## src/rtl/operand_fetch_pkg.sv

```systemverilog
// Shared CPU package: register file geometry used by operand fetch, the
// busy-bit scoreboard and the register file itself.
//   CPU_DATA_W   : operand/register width
//   CPU_ADDR_W   : register address width
//   CPU_NUM_REGS : architectural register count (r0 hardwired to zero)
package operand_fetch_pkg;

  localparam int CPU_DATA_W   = 36;
  localparam int CPU_ADDR_W   = 5;
  localparam int CPU_NUM_REGS = 32;

  typedef logic [CPU_ADDR_W-1:0] reg_addr_t;

  // One-hot register mask; r0 never appears so its busy bit stays clear.
  function automatic logic [CPU_NUM_REGS-1:0] reg_onehot(input logic en,
                                                         input reg_addr_t addr);
    logic [CPU_NUM_REGS-1:0] m;
    m = '0;
    if (en && (addr != '0)) m[addr] = 1'b1;
    return m;
  endfunction

endpackage

```

## src/rtl/operand_scoreboard.sv

```systemverilog
// Busy-bit scoreboard: one bit per architectural register, set when an
// instruction that writes the register issues, cleared on its writeback.
// Ports:
//   clk, rst                 : clock, synchronous active-high reset
//   set_en, set_addr         : mark a destination busy
//   clr_en, clr_addr         : writeback clears a register
//   q1_addr/q2_addr/qd_addr  : source 1, source 2, destination queries
//   q1_busy/q2_busy/qd_busy  : current busy state for each query
module operand_scoreboard
  import operand_fetch_pkg::*;
(
  input  logic      clk,
  input  logic      rst,
  input  logic      set_en,
  input  reg_addr_t set_addr,
  input  logic      clr_en,
  input  reg_addr_t clr_addr,
  input  reg_addr_t q1_addr,
  input  reg_addr_t q2_addr,
  input  reg_addr_t qd_addr,
  output logic      q1_busy,
  output logic      q2_busy,
  output logic      qd_busy
);

  logic [CPU_NUM_REGS-1:0] busy;
  logic [CPU_NUM_REGS-1:0] set_mask;
  logic [CPU_NUM_REGS-1:0] clr_mask;

  assign set_mask = reg_onehot(set_en, set_addr);
  assign clr_mask = reg_onehot(clr_en, clr_addr);

  // Set is applied after clear so a same-cycle set/clear leaves the bit set.
  always_ff @(posedge clk) begin
    if (rst) busy <= '0;
    else     busy <= (busy & ~clr_mask) | set_mask;
  end

  assign q1_busy = busy[q1_addr];
  assign q2_busy = busy[q2_addr];
  assign qd_busy = busy[qd_addr];

endmodule

```

## src/rtl/operand_fetch.sv

```systemverilog
// Operand fetch stage: reads the register file, checks the scoreboard for
// RAW/WAW hazards, forwards same-cycle writeback data, and presents a held
// operand bundle to execute with a valid/ready handshake (latency 1).
// Ports:
//   clk, rst                          : clock, synchronous active-high reset
//   dec_valid/dec_ready               : issue handshake from decode
//   dec_rs1/dec_rs2/dec_rd/dec_wen    : decoded register fields
//   rf_read1_addr/rf_read2_addr       : register file read addresses
//   rf_read1/rf_read2                 : read data, one cycle after address
//   rf_write_enable/addr/data         : register file write port
//   wb_valid/wb_addr/wb_data          : writeback from execute
//   ex_valid/ex_ready                 : handshake to execute
//   ex_op1/ex_op2/ex_rd/ex_wen        : operand bundle
module operand_fetch
  import operand_fetch_pkg::*;
#(
  parameter int DATA_W = CPU_DATA_W,
  parameter int ADDR_W = CPU_ADDR_W
) (
  input  logic              clk,
  input  logic              rst,
  input  logic              dec_valid,
  output logic              dec_ready,
  input  logic [ADDR_W-1:0] dec_rs1,
  input  logic [ADDR_W-1:0] dec_rs2,
  input  logic [ADDR_W-1:0] dec_rd,
  input  logic              dec_wen,
  output logic [ADDR_W-1:0] rf_read1_addr,
  output logic [ADDR_W-1:0] rf_read2_addr,
  input  logic [DATA_W-1:0] rf_read1,
  input  logic [DATA_W-1:0] rf_read2,
  output logic              rf_write_enable,
  output logic [ADDR_W-1:0] rf_write_addr,
  output logic [DATA_W-1:0] rf_write_data,
  input  logic              wb_valid,
  input  logic [ADDR_W-1:0] wb_addr,
  input  logic [DATA_W-1:0] wb_data,
  output logic              ex_valid,
  input  logic              ex_ready,
  output logic [DATA_W-1:0] ex_op1,
  output logic [DATA_W-1:0] ex_op2,
  output logic [ADDR_W-1:0] ex_rd,
  output logic              ex_wen
);

  logic busy1, busy2, busyd;
  logic wb_hit1, wb_hit2;
  logic fwd1, fwd2;
  logic hazard, issue;

  // Capture/hold state. live*_q marks the first cycle after issue, when the
  // operand still comes straight from the register file read port; after
  // that cycle it is frozen in op*_q so later reads cannot disturb it.
  logic              valid_q;
  logic              live1_q, live2_q;
  logic [DATA_W-1:0] op1_q, op2_q;
  logic [ADDR_W-1:0] rd_q;
  logic              wen_q;

  assign rf_read1_addr   = dec_rs1;
  assign rf_read2_addr   = dec_rs2;
  assign rf_write_enable = wb_valid && (wb_addr != '0);
  assign rf_write_addr   = wb_addr;
  assign rf_write_data   = wb_data;

  operand_scoreboard u_sb (
    .clk      (clk),
    .rst      (rst),
    .set_en   (issue && dec_wen),
    .set_addr (dec_rd),
    .clr_en   (wb_valid),
    .clr_addr (wb_addr),
    .q1_addr  (dec_rs1),
    .q2_addr  (dec_rs2),
    .qd_addr  (dec_rd),
    .q1_busy  (busy1),
    .q2_busy  (busy2),
    .qd_busy  (busyd)
  );

  assign wb_hit1 = wb_valid && (wb_addr == dec_rs1);
  assign wb_hit2 = wb_valid && (wb_addr == dec_rs2);
  // r0 never forwards: its operand is always zero.
  assign fwd1    = wb_hit1 && (wb_addr != '0);
  assign fwd2    = wb_hit2 && (wb_addr != '0);

  // A busy source is fine when its result is arriving this very cycle.
  assign hazard  = (busy1 && !wb_hit1) || (busy2 && !wb_hit2) || (dec_wen && busyd);

  assign dec_ready = !rst && !hazard && (!valid_q || ex_ready);
  assign issue     = dec_valid && dec_ready;

  always_ff @(posedge clk) begin
    if (rst) begin
      valid_q <= 1'b0;
      live1_q <= 1'b0;
      live2_q <= 1'b0;
      op1_q   <= '0;
      op2_q   <= '0;
      rd_q    <= '0;
      wen_q   <= 1'b0;
    end else if (issue) begin
      valid_q <= 1'b1;
      live1_q <= !fwd1 && (dec_rs1 != '0);
      live2_q <= !fwd2 && (dec_rs2 != '0);
      op1_q   <= fwd1 ? wb_data : '0;
      op2_q   <= fwd2 ? wb_data : '0;
      rd_q    <= dec_rd;
      wen_q   <= dec_wen;
    end else begin
      if (ex_ready) valid_q <= 1'b0;
      if (live1_q) begin
        op1_q   <= rf_read1;
        live1_q <= 1'b0;
      end
      if (live2_q) begin
        op2_q   <= rf_read2;
        live2_q <= 1'b0;
      end
    end
  end

  assign ex_valid = valid_q;
  assign ex_op1   = live1_q ? rf_read1 : op1_q;
  assign ex_op2   = live2_q ? rf_read2 : op2_q;
  assign ex_rd    = rd_q;
  assign ex_wen   = wen_q;

endmodule

```

## config.mk

```make
export PLATFORM = sky130hd
export DESIGN_NAME = operand_fetch
export DESIGN_NICKNAME = d
export VERILOG_FILES = /design/src/rtl/operand_fetch_pkg.sv /design/src/rtl/operand_scoreboard.sv /design/src/rtl/operand_fetch.sv
export SDC_FILE = /design/constraint.sdc
export NUM_CORES = 1
export LEC_CHECK = 0
export ABC_AREA = 1
export BUFFER_PORTS_ARGS = -buffer_cell sky130_fd_sc_hd__buf_2
export CAP_MARGIN = 40
export CORE_UTILIZATION = 30
export CTS_CLUSTER_DIAMETER = 60
export CTS_CLUSTER_SIZE = 14
export DETAILED_ROUTE_END_ITERATION = 12
export GPL_TIMING_DRIVEN = 0
export PLACE_DENSITY_LB_ADDON = 0.1
export SLEW_MARGIN = 20
export SYNTH_ARGS = -nofsm -noshare
export SYNTH_HDL_FRONTEND = slang
export SYNTH_SLANG_ARGS = --single-unit
export TNS_END_PERCENT = 100
```

## constraint.sdc

```tcl
create_clock -name clk -period 2.2 [get_ports clk]
set_input_delay 0.33 -clock clk [delete_from_list [all_inputs] [get_ports clk]]
set_output_delay 0.33 -clock clk [all_outputs]
set_load 0.01 [all_outputs]
```

==> summary by stage <==
Status
The run finished with clean final reports.

Clock network
The number of levels in the clock H-tree is 4. Clock-pin slew was measured on the worst setup and hold paths at 0.06 ns. CTS placed an instance of clkbuf_16 at the clock tree root.

The clock reaches the later pin of the worst-skew pair after 0.42 ns. TritonCTS built the clock tree. The clock net in this run drives a total of 113 sinks. The buffer levels on the longest clock path is 2. The CTS buffer count is 17. Buffers inserted to repair hold after CTS numbered 0.

Yosys
During synthesis, Yosys emitted a total of 0 warnings. The fraction of synthesis flops using an asynchronous set or reset pin is 0%. The flip-flop and latch count after synthesis is 113.

The synthesized design spends more area on one cell type than any other, namely dfxtp_1. The share of synthesized area in the top cell type comes to 32.3%. The primary flip-flop cell chosen by synthesis mapping is dfxtp_1. Yosys mapped a number of flops with a built-in enable equal to 0. The sequential fraction of the synthesis area is 32.3%.

The number of different library cells used by synthesis comes to 28. Among all cell types in the netlist, the one instantiated most often is nand2_1. The summed instance area of the synthesized netlist is 7000 sq um. By area the synthesized netlist is led by dfxtp_1, mux2i_1, nand2_1. The synthesized area per cell is 6.65 sq um. The cell count after synthesis is 1052.

In the synthesized netlist, the cells that appear most often are nand2_1, inv_1, a21oi_1, dfxtp_1, nor2_1. The net count of the mapped netlist is 1186.

Final layout
In the final layout, the multi-input gates occupy 3670 sq um. The layout has 2495 filler cells. The layout net count is 1466. Compared with the post-synthesis result, the final layout area differs by 36.4%. The combined flip-flop and latch cell area is 2280 sq um. Summing all non-filler instances in the final layout gives an area of 9550 sq um.

The share of cells above drive strength 1 is 32.0%.

Setup path
The register-to-register path setup slack is 0.12 ns. The capturing element type of the critical path is a primary output. The data arrival time of the worst path is 1.81 ns.

The number of cells traversed by the worst register-to-register path is 15. STA classifies the critical path startpoint as a flip-flop. Data on the critical path is required at its endpoint by 1.87 ns. The startpoint of the worst-slack reg-to-reg timing path is u_sb.busy[15]. The endpoint identified for the worst register-to-register timing path is op1_q[35]. The kind of critical path is flip-flop to primary output.

The maximum fanout along the worst path is 3.

Floorplan
Once the floorplan was initialized, standard cells occupied 30.7% of the core. In this run the horizontal extent of the chip is 155 um. The core box area is 22800 sq um. In this run the count of I/O pins placed on the die edge is 266.

The die covers 23900 sq um. The die is 155 um tall. Row generation in the floorplan step produced 55 rows.

Timing
The clock arrives with 0.0167 ns of skew. Setup repair after global routing could not meet its margin everywhere. After layout, the worst path uses 97.5% of the clock period.

The final-report hold violation count is 0. The max-slew violation count is 0. At the pin with the least slew margin, the transition time is 0.651 ns. The count of endpoints failing setup in the final report is 0. The maximum achievable frequency is 466 MHz. Measured against its own limit, the worst slew margin works out to 56.6%. The worst hold slack across all endpoints is 0.195 ns.

The post-layout minimum cycle time is 2.14 ns. The final setup TNS is 0 ns.

Run
The tool flagged a number of max-cap violations equal to 0.

Worst hold path
The type of the tightest min-delay check is primary input to flip-flop. For hold timing, the worst endpoint is op1_q[27]. Counting instances, the worst hold path has a depth of 3. The beginning of the worst hold path is wb_data[27].

Drt
The final layout contains routed wiring with a total length of 28000 um. The average detailed-routed wire length per instance is 16.9 um. The DRC violations left is 0. The pre-antenna-repair detailed-routing pass consisted of 5 iterations. The detailed router placed 7787 vias in this run. In the routed layout, each cell is associated on average with a via count of 4.69. The residual antenna-violating net count after detailed routing is 0. The initial detailed-routing violation count is 443.

Power and ir drop
The reported leakage power is 4.97 nW. The design draws 0.00620 W. The power density normalized to cell area is 650 nW/um^2.

The worst-case IR drop observed on VDD is 0.475 mV.

Placed design
At the end of routability-driven placement, the weighted congestion stood at 0.915. Summing all placed instances gives a cell area of 8690 sq um. Input and output buffers added on the ports amount to 254.

The wire-length estimate of the detail-placed layout is 21500 um.

GRT
Entering global routing, the biggest net connects 17 pins. Global routing finished with a remaining overflow of 0. The first global-routing pass estimated 41200 um of wire. The via count of the first global-routing pass is 6926. The number of antenna violations at the first check in global routing is 1. Global routing used 22.8% of the available tracks across all layers.
## what timing repair did
item | 4_1_cts | 5_1_grt
gates cloned | 0 | 3
setup buffers | 0 | 3
endpoints found under the setup margin | 141 | 121
pin swaps | 2 | 7
gates resized for setup | 21 | 88
## layout make-up
cell class | count | area share, %
Timing Repair Buffer | 263 | 14.5
Tap cell | 313 | 4.10
Multi-Input combinational cell | 696 | 38.5
Sequential cell | 113 | 23.9
Buffer | 116 | 8.15
Antenna cell | 1 | 0.0262
Inverter | 125 | 4.99
Clock inverter | 14 | 1.39
Clock buffer | 18 | 4.50
## power by group
group | leakage, nW | internal [W] | switching, W | total, W
Clock | 0.256 | 0.00156 | 0.00112 | 0.00268
Combinational | 3.79 | 0.000537 | 0.000782 | 0.00132
Sequential | 0.925 | 0.00216 | 0.0000391 | 0.00220
## placed cells by master, fill, tap and decap left out, types with 12 or more instances in the layout
master,n
nor2_1,107
clkbuf_16,17
o21ai_1,14
nor3_1,12
nand2_1,163
buf_6,16
a21oi_1,96
buf_4,62
buf_2,261
nand3_1,97
mux2i_1,72
clkbuf_1,26
o21ai_0,92
dfxtp_1,103
a21oi_2,18
inv_1,116
## state kept, by name, summed over array words and instances (netlist names)
register   count
live1_q        1
u_sb.busy     32
live2_q        1
op2_q         36
ex_wen         1
ex_valid       1
op1_q         36
ex_rd          5
## worst max-delay path, stage by stage, from the launching register on
cell and delay, ns:
dfxtp_1 0.36, nand2_1 0.09, nand2_1 0.05, nand2_1 0.06
nand2_1 0.06, nand2_1 0.06, nand2_1 0.07, nor2_2 0.10
nand2_2 0.11, a21oi_4 0.18, nand3_2 0.10, inv_2 0.06
buf_6 0.09
## worst max-delay path by stage
| stage | endpoint | cells past startpoint | from | slack, ns |
|---|---|---|---|---|
| 2_1_floorplan | op2_q[10] | 12 | dec_rs1[0] | 0.22 |
| 3_3_place_gp | op2_q[24] | 14 | dec_rd[1] | -0.62 |
| 3_5_place_dp | op2_q[24] | 14 | dec_rd[1] | -0.67 |
| 4_1_cts | op2_q[8] | 14 | u_sb.busy[15] | 0.006 |
| 5_1_grt | dec_ready | 12 | u_sb.busy[5] | -0.03 |
| 6_report | dec_ready | 12 | u_sb.busy[15] | 0.06 |
## cell families after synthesis
kind of cell / synth area share (%)
DFF: 32.3
buffers and inverters: 16.5
xor gates and xnor gates: 0.375
and+or+nand+nor: 23.2
muxes: 10.3
AOI/OAI and AO/OA: 17.3
## per-stage QoR
stage	setup WS, ns	utilization [%]	instances
5_1_grt	-0.0348	41.9	1659
4_1_cts	0.00597	40.8	1652
6_report	0.0557	41.9	1659
3_3_place_gp	-0.624	38.0	1619
3_5_place_dp	-0.667	38.2	1622
2_1_floorplan	0.220	-	1052
## layer usage
| metal | global-route usage, % | vias to the layer above | part of all wire [%] |
|---|---|---|---|
| li1 | - | 3949 | - |
| met1 | 31.0 | 3554 | 47 |
| met2 | 36.9 | 272 | 47 |
| met3 | 4.51 | 12 | 6.1 |
| met4 | 5.52 | 0 | 0.63 |
| met5 | 0 | - | 0 |
(Power assumes the default switching activity.)
